## config.mk

```make
export PLATFORM = sky130hd
export DESIGN_NAME = reg_mem_ctrl
export DESIGN_NICKNAME = d
export VERILOG_FILES = /design/src/rtl/reg_mem_ctrl.sv
export SDC_FILE = /design/constraint.sdc
export NUM_CORES = 1
export LEC_CHECK = 0
export CAP_MARGIN = 20
export CORE_ASPECT_RATIO = 0.8
export CORE_MARGIN = 1.5
export CORE_UTILIZATION = 43
export CTS_CLUSTER_SIZE = 8
export DETAILED_ROUTE_END_ITERATION = 8
export PLACE_DENSITY = 0.8
export SLEW_MARGIN = 20
export SYNTH_ARGS = -nofsm -noshare
export SYNTH_HDL_FRONTEND = slang
export SYNTH_SLANG_ARGS = --single-unit
```

## constraint.sdc

```tcl
create_clock -name clk -period 1.9 [get_ports clk]
set_input_delay 0.38 -clock clk [delete_from_list [all_inputs] [get_ports clk]]
set_output_delay 0.38 -clock clk [all_outputs]
set_load 0.02 [all_outputs]
```

## src/rtl/reg_mem_ctrl.sv

```systemverilog
// reg_mem_ctrl: single-outstanding request controller for the reg_mem register file.
// Host side is valid/ready request + valid/ready response. Memory side drives
// addr/data_in/wen and absorbs the memory's one-cycle registered read latency.
// All outputs come straight from flops.
// Optional build macro REG_MEM_CTRL_READBACK_VERIFY_EN: every write is read back
// and rsp_err_o flags a readback mismatch.
//
// state   | meaning
// --------+---------------------------------------------------------------
// IDLE    | req_ready_o high, waiting for a request
// ISSUE   | memory samples addr/data/wen on the next edge
// VERIFY  | (macro builds only) write readback read issued, wen low
// CAPTURE | mem_data_out_i valid; captured into rsp_rdata_o on next edge
// RESP    | rsp_valid_o high, holding until rsp_ready_i
module reg_mem_ctrl #(
    parameter int DATA_WIDTH = 8,
    parameter int ADDR_BITS  = 5,
    parameter int CNT_WIDTH  = 16
) (
    input  logic                  clk,
    input  logic                  rst_n,
    input  logic                  req_valid_i,
    output logic                  req_ready_o,
    input  logic                  req_wen_i,
    input  logic [ADDR_BITS-1:0]  req_addr_i,
    input  logic [DATA_WIDTH-1:0] req_wdata_i,
    output logic                  rsp_valid_o,
    input  logic                  rsp_ready_i,
    output logic [DATA_WIDTH-1:0] rsp_rdata_o,
    output logic                  rsp_err_o,
    output logic [ADDR_BITS-1:0]  mem_addr_o,
    output logic [DATA_WIDTH-1:0] mem_data_in_o,
    output logic                  mem_wen_o,
    input  logic [DATA_WIDTH-1:0] mem_data_out_i,
    output logic [CNT_WIDTH-1:0]  txn_count_o
);

`ifdef REG_MEM_CTRL_READBACK_VERIFY_EN
    typedef enum logic [2:0] {
        IDLE    = 3'd0,
        ISSUE   = 3'd1,
        VERIFY  = 3'd2,
        CAPTURE = 3'd3,
        RESP    = 3'd4
    } state_e;
`else
    typedef enum logic [1:0] {
        IDLE    = 2'd0,
        ISSUE   = 2'd1,
        CAPTURE = 2'd2,
        RESP    = 2'd3
    } state_e;
`endif

    localparam logic [CNT_WIDTH-1:0] CNT_ONE = {{(CNT_WIDTH-1){1'b0}}, 1'b1};

    state_e                  state_q, state_d;
    logic                    req_ready_q, req_ready_d;
    logic                    rsp_valid_q, rsp_valid_d;
    logic [DATA_WIDTH-1:0]   rsp_rdata_q, rsp_rdata_d;
    logic [ADDR_BITS-1:0]    mem_addr_q, mem_addr_d;
    logic [DATA_WIDTH-1:0]   mem_data_in_q, mem_data_in_d;
    logic                    mem_wen_q, mem_wen_d;
    logic [CNT_WIDTH-1:0]    txn_count_q, txn_count_d;
`ifdef REG_MEM_CTRL_READBACK_VERIFY_EN
    logic                    is_wr_q, is_wr_d;
    logic                    rsp_err_q, rsp_err_d;
`endif

    // State and output registers; reset drops any in-flight transaction and wen at once
    always_ff @(posedge clk or negedge rst_n) begin
        if (!rst_n) begin
            state_q       <= IDLE;
            req_ready_q   <= 1'b0;
            rsp_valid_q   <= 1'b0;
            rsp_rdata_q   <= '0;
            mem_addr_q    <= '0;
            mem_data_in_q <= '0;
            mem_wen_q     <= 1'b0;
            txn_count_q   <= '0;
`ifdef REG_MEM_CTRL_READBACK_VERIFY_EN
            is_wr_q       <= 1'b0;
            rsp_err_q     <= 1'b0;
`endif
        end else begin
            state_q       <= state_d;
            req_ready_q   <= req_ready_d;
            rsp_valid_q   <= rsp_valid_d;
            rsp_rdata_q   <= rsp_rdata_d;
            mem_addr_q    <= mem_addr_d;
            mem_data_in_q <= mem_data_in_d;
            mem_wen_q     <= mem_wen_d;
            txn_count_q   <= txn_count_d;
`ifdef REG_MEM_CTRL_READBACK_VERIFY_EN
            is_wr_q       <= is_wr_d;
            rsp_err_q     <= rsp_err_d;
`endif
        end
    end

    // Next-state and next-output decode
    always_comb begin
        state_d       = state_q;
        rsp_valid_d   = rsp_valid_q;
        rsp_rdata_d   = rsp_rdata_q;
        mem_addr_d    = mem_addr_q;
        mem_data_in_d = mem_data_in_q;
        mem_wen_d     = 1'b0;
        txn_count_d   = txn_count_q;
`ifdef REG_MEM_CTRL_READBACK_VERIFY_EN
        is_wr_d       = is_wr_q;
        rsp_err_d     = rsp_err_q;
`endif
        case (state_q)
            IDLE: begin
                if (req_valid_i && req_ready_q) begin
                    mem_addr_d    = req_addr_i;
                    mem_data_in_d = req_wdata_i;
                    mem_wen_d     = req_wen_i;
`ifdef REG_MEM_CTRL_READBACK_VERIFY_EN
                    is_wr_d       = req_wen_i;
`endif
                    state_d       = ISSUE;
                end
            end
            ISSUE: begin
                if (mem_wen_q) begin
`ifdef REG_MEM_CTRL_READBACK_VERIFY_EN
                    state_d     = VERIFY;
`else
                    rsp_rdata_d = '0;
                    rsp_valid_d = 1'b1;
                    state_d     = RESP;
`endif
                end else begin
                    state_d = CAPTURE;
                end
            end
`ifdef REG_MEM_CTRL_READBACK_VERIFY_EN
            VERIFY: begin
                state_d = CAPTURE;
            end
`endif
            CAPTURE: begin
                rsp_rdata_d = mem_data_out_i;
                rsp_valid_d = 1'b1;
`ifdef REG_MEM_CTRL_READBACK_VERIFY_EN
                rsp_err_d   = is_wr_q && (mem_data_out_i != mem_data_in_q);
`endif
                state_d     = RESP;
            end
            RESP: begin
                if (rsp_ready_i) begin
                    rsp_valid_d = 1'b0;
                    txn_count_d = txn_count_q + CNT_ONE;
                    state_d     = IDLE;
                end
            end
            default: begin
                state_d = IDLE;
            end
        endcase
        req_ready_d = (state_d == IDLE);
    end

    assign req_ready_o   = req_ready_q;
    assign rsp_valid_o   = rsp_valid_q;
    assign rsp_rdata_o   = rsp_rdata_q;
    assign mem_addr_o    = mem_addr_q;
    assign mem_data_in_o = mem_data_in_q;
    assign mem_wen_o     = mem_wen_q;
    assign txn_count_o   = txn_count_q;
`ifdef REG_MEM_CTRL_READBACK_VERIFY_EN
    assign rsp_err_o     = rsp_err_q;
`else
    assign rsp_err_o     = 1'b0;
`endif

endmodule
```

# Yosys cells after proc, flatten, opt, wreduce, memory -nomap -nowiden
# Cells that the tools add are included.
# word_totals
regBits	42
inputBits	26
output_inout_bits	41
word_cells	34
# classes
add_sub_neg	1
eq_ne	5
n_mux	11
reduce_logical	9
# op_table
operator	count
$add A16 B1 Y16 const B	1
$pmux W8 S2	1
$mux W8	1
$pmux W2 S4	1
$reduce_and A2 Y1	3
$mux W1	5
$eq A2 B2 Y1 const B	2
$logic_not A2 Y1	2
$mux W2	2
$ne A2 B2 Y1 const B	2
$pmux W1 S3	1
$reduce_and A3 Y1	1
$reduce_bool A3 Y1	1
$eq A2 B1 Y1 const B	1
$reduce_bool A2 Y1	1
$logic_and A1 B1 Y1	1

# Longest topological paths before layout
# depth
depth_word	4
mapped_depth	5
ltp_nobuf	5

# Worst setup path before layout
# No wires, ideal clock.
# synth_path
path_kind	register to register
startpoint	register txn_count_q[0], in the netlist txn_count_o[0]
endpoint	register txn_count_q[12], in the netlist txn_count_o[12]
setup_ps	130
arrival_ps	1347
t_required_ps	1770
slack_ps	422
path_stages_with_launch	6
n_path_buf	0
synth_period_minus_slack_ps	1478
path_cell_list	dfrtp_1 ha_1 nand4_2 nor3_2 nand3_1 xnor2_1
# synth_between
elab_chain_len	1
# synth_rtl
element	line_no	source
start, declared	64	logic [CNT_WIDTH-1:0] txn_count_q, txn_count_d;
start signal, assigned	93	txn_count_q <= txn_count_d;
$add A16 B1 Y16	155	txn_count_d = txn_count_q + CNT_ONE;
# Every way passes these cells.
# A chain may end at the register's enable or synchronous reset.

# Worst setup path after layout
# layout_path
startpoint	register txn_count_q[2], in the netlist txn_count_o[2]
endpoint	output port txn_count_o[2]
# layout_rtl
element	line_no	source
end, declared	35	output logic [CNT_WIDTH-1:0] txn_count_o
# No word-level cell between the ends.

==> impl_metrics.env <==
export IMPL_yosysSeqAreaShare_pct=59.9
export IMPL_synthTopCellsByArea="dfrtp_1, mux2_2, xnor2_1, o22ai_1, a21oi_1"
export IMPL_grt_util_all_layers_pct=19.0
export IMPL_crit_family="buffers and inverters"
export IMPL_cts_sinks=42
export IMPL_die_area_um2=4480
export IMPL_crit_arrival_ns=1.41
export IMPL_ys_async_sr_fraction_pct=100
export IMPL_syn2layout_area_growth_pct=46.0
export IMPL_port_buffers=65
export IMPL_clockRootBuffer="clkbuf_8"
export IMPL_routed_wl_mm=3.78
export IMPL_yosys_warnings=0
export IMPL_overflow=0
export IMPL_postSynthCellCount=139
export IMPL_worst_pin_slew_ns=0.514
export IMPL_worst_r2r_endpoint="rsp_rdata_o[3]$_DFFE_PN0P_"
export IMPL_grt_pass1_wl_mm=6.10
export IMPL_cp_end_kind="output pin"
export IMPL_die_w_um=74.4
export IMPL_p_total_uw=3760
export IMPL_fin_skew_ns=0.00480
export IMPL_crit_buf_inv=1
export IMPL_synthDistinctLibCells=28
export IMPL_syn_avg_cell_area_um2=12.6
export IMPL_drv_cap=0
export IMPL_antenna_found_initial=0
export IMPL_vias=1333
export IMPL_drt_iter0_drc=63
export IMPL_r2r_slack_ns=0.33
export IMPL_firstDrtPassIters=4
export IMPL_status="finished clean"
export IMPL_p_leak_uw=0.00110
export IMPL_viasPerCell=5.01
export IMPL_syn_nets=166
export IMPL_rsz0062_at_grt="no"
export IMPL_crit_path_start_kind="register"
export IMPL_insertion_delay_ns=0.29
export IMPL_core_area_um2=3850
export IMPL_period_share_pct=94.1
export IMPL_num_rows=20
export IMPL_cts_tree="done"
export IMPL_finalHoldViolCount=0
export IMPL_grt_max_degree=43
export IMPL_critPathRequiredTime_ns=1.52
export IMPL_grt_pass1_vias=1357
export IMPL_ant_nets=0
export IMPL_yosysMostFrequentCell="dfrtp_1"
export IMPL_drc=0
export IMPL_start_util_pct=45.6
export IMPL_place_congestion=0.789
export IMPL_die_h_um=60.2
export IMPL_critPathMaxFanout=6
export IMPL_wl_per_cell_um=14.2
export IMPL_critPathKind="register to output pin"
export IMPL_worstPathCellList="clkdlybuf4s50_1"
export IMPL_hp_class="primary input to async pin"
export IMPL_yosys_area_top_type="dfrtp_1"
export IMPL_power_per_cell_area_nw_per_um2=1470
export IMPL_cts_buffers=5
export IMPL_cts_hold_buf=0
export IMPL_drv_slew=0
export IMPL_synth_ff_type="dfrtp_1"
export IMPL_synth_top_cell_area_share_pct=59.9
export IMPL_slew_headroom_pct=65.8
export IMPL_clk_path_buf_depth=2
export IMPL_nets=238
export IMPL_timing_fmax_mhz=559
export IMPL_r2r_cells=4
export IMPL_n_antenna_cell=0
export IMPL_post_dp_hpwl_mm=2.87
export IMPL_synth_area_um2=1760
export IMPL_synth_seq_cells=42
export IMPL_cts_max_level=2
export IMPL_synth_edf_count=0
export IMPL_setup_violations=0
export IMPL_r2r_start="state_q[0]$_DFF_PN0_"
export IMPL_clk_pin_slew_ns=0.07
export IMPL_ios=67
export IMPL_ctsResizeCount=0
export IMPL_period_needed_ns=1.79
export IMPL_post_cts_buffers=0
export IMPL_synth_common_cells="dfrtp_1, mux2_2, nor2_1, xnor2_1, nand2_1"
export IMPL_crit_path_max_incr_delay_ns=0.66
export IMPL_slowest_stage="clkdlybuf4s50_1"
export IMPL_drive_gt1_share_pct=14.7
export IMPL_ir_worst_vdd_v=0.000861
export IMPL_finalSetupTns_ns=0
==> kinds of logic (layout without fill, tap and decap cells) <==
kind of cell | count (synthesis) | count (layout) | synth area share (%)
flops | 42 | 42 | 59.9
simple gates | 38 | 38 | 13.4
compound gates | 20 | 20 | 6.77
xor+xnor | 15 | 15 | 7.48
mux | 14 | 14 | 8.98
buf+inv | 8 | 80 | 2.57
fa+ha+maj | 1 | 1 | 0.713
other cells | 1 | 1 | 0.214
==> where the power goes <==
group / internal (uW) / switching [uW] / total (uW)
clock network: 253 / 275 / 528
logic: 880 / 836 / 1720
registers: 1220 / 296 / 1520
==> metal layers <==
metal | GRT usage (%) | share of wire (%) | vias to the layer above
met5 | 0 | 0 | -
met4 | 8.05 | 1.1 | 0
met3 | 10.1 | 8.5 | 6
met2 | 30.7 | 50 | 47
met1 | 20.8 | 40 | 661
li1 | - | - | 619
==> per-stage QoR <==
stage | util, % | hold WS, ns | setup slack, ns | std cells | area, um2
floorplan | - | 0.0844 | 0.422 | 139 | 1760
global placement | 64.5 | 0.462 | 0.0686 | 259 | 2490
detailed placement | 64.5 | 0.479 | -0.0222 | 259 | 2490
CTS | 66.5 | 0.160 | 0.0979 | 266 | 2560
global route | 66.5 | 0.179 | 0.0427 | 266 | 2560
finish | 66.5 | 0.143 | 0.111 | 266 | 2560
==> worst max path at each step <==
| stage | from | to | slack [ns] | cells past startpoint |
|---|---|---|---|---|
| 5_1_grt | txn_count_o[2]$_DFFE_PN0P_ | txn_count_o[2] | 0.04 | 1 |
| 3_3_place_gp | rsp_ready_i | txn_count_o[13]$_DFFE_PN0P_ | 0.07 | 5 |
| 6_report | txn_count_o[2]$_DFFE_PN0P_ | txn_count_o[2] | 0.11 | 1 |
| 2_1_floorplan | txn_count_o[0]$_DFFE_PN0P_ | txn_count_o[12]$_DFFE_PN0P_ | 0.42 | 5 |
| 3_5_place_dp | rsp_ready_i | txn_count_o[5]$_DFFE_PN0P_ | -0.02 | 6 |
| 4_1_cts | txn_count_o[2]$_DFFE_PN0P_ | txn_count_o[2] | 0.1 | 1 |
==> state kept, by name (all words and copies together), names as in the netlist <==
register / cells
req_ready_o: 1
state_q: 2
rsp_valid_o: 1
txn_count_o: 16
mem_data_in_o: 8
mem_addr_o: 5
rsp_rdata_o: 8
mem_wen_o: 1
==> layout make-up <==
class	count	area [um2]
Fill cell	312	1290
Sequential cell	42	1050
Timing Repair Buffer	70	696
Multi-Input combinational cell	89	659
Clock buffer	7	76.3
Tap cell	55	68.8
Inverter	3	11.3
==> cell usage in the layout (no fill, tap or decap), types with 2 or more instances in the layout <==
master            n
and4_1            2
mux2_2           14
nand4_2           2
clkbuf_8          5
buf_4             4
clkdlybuf4s50_1  64
xor2_1            4
inv_1             2
nand3_1           4
o22ai_1           8
clkbuf_1          2
nor2_1           12
a21oi_1           9
dfrtp_1          42
xnor2_1          11
nand2_1          10
(Power assumes the default switching activity.)
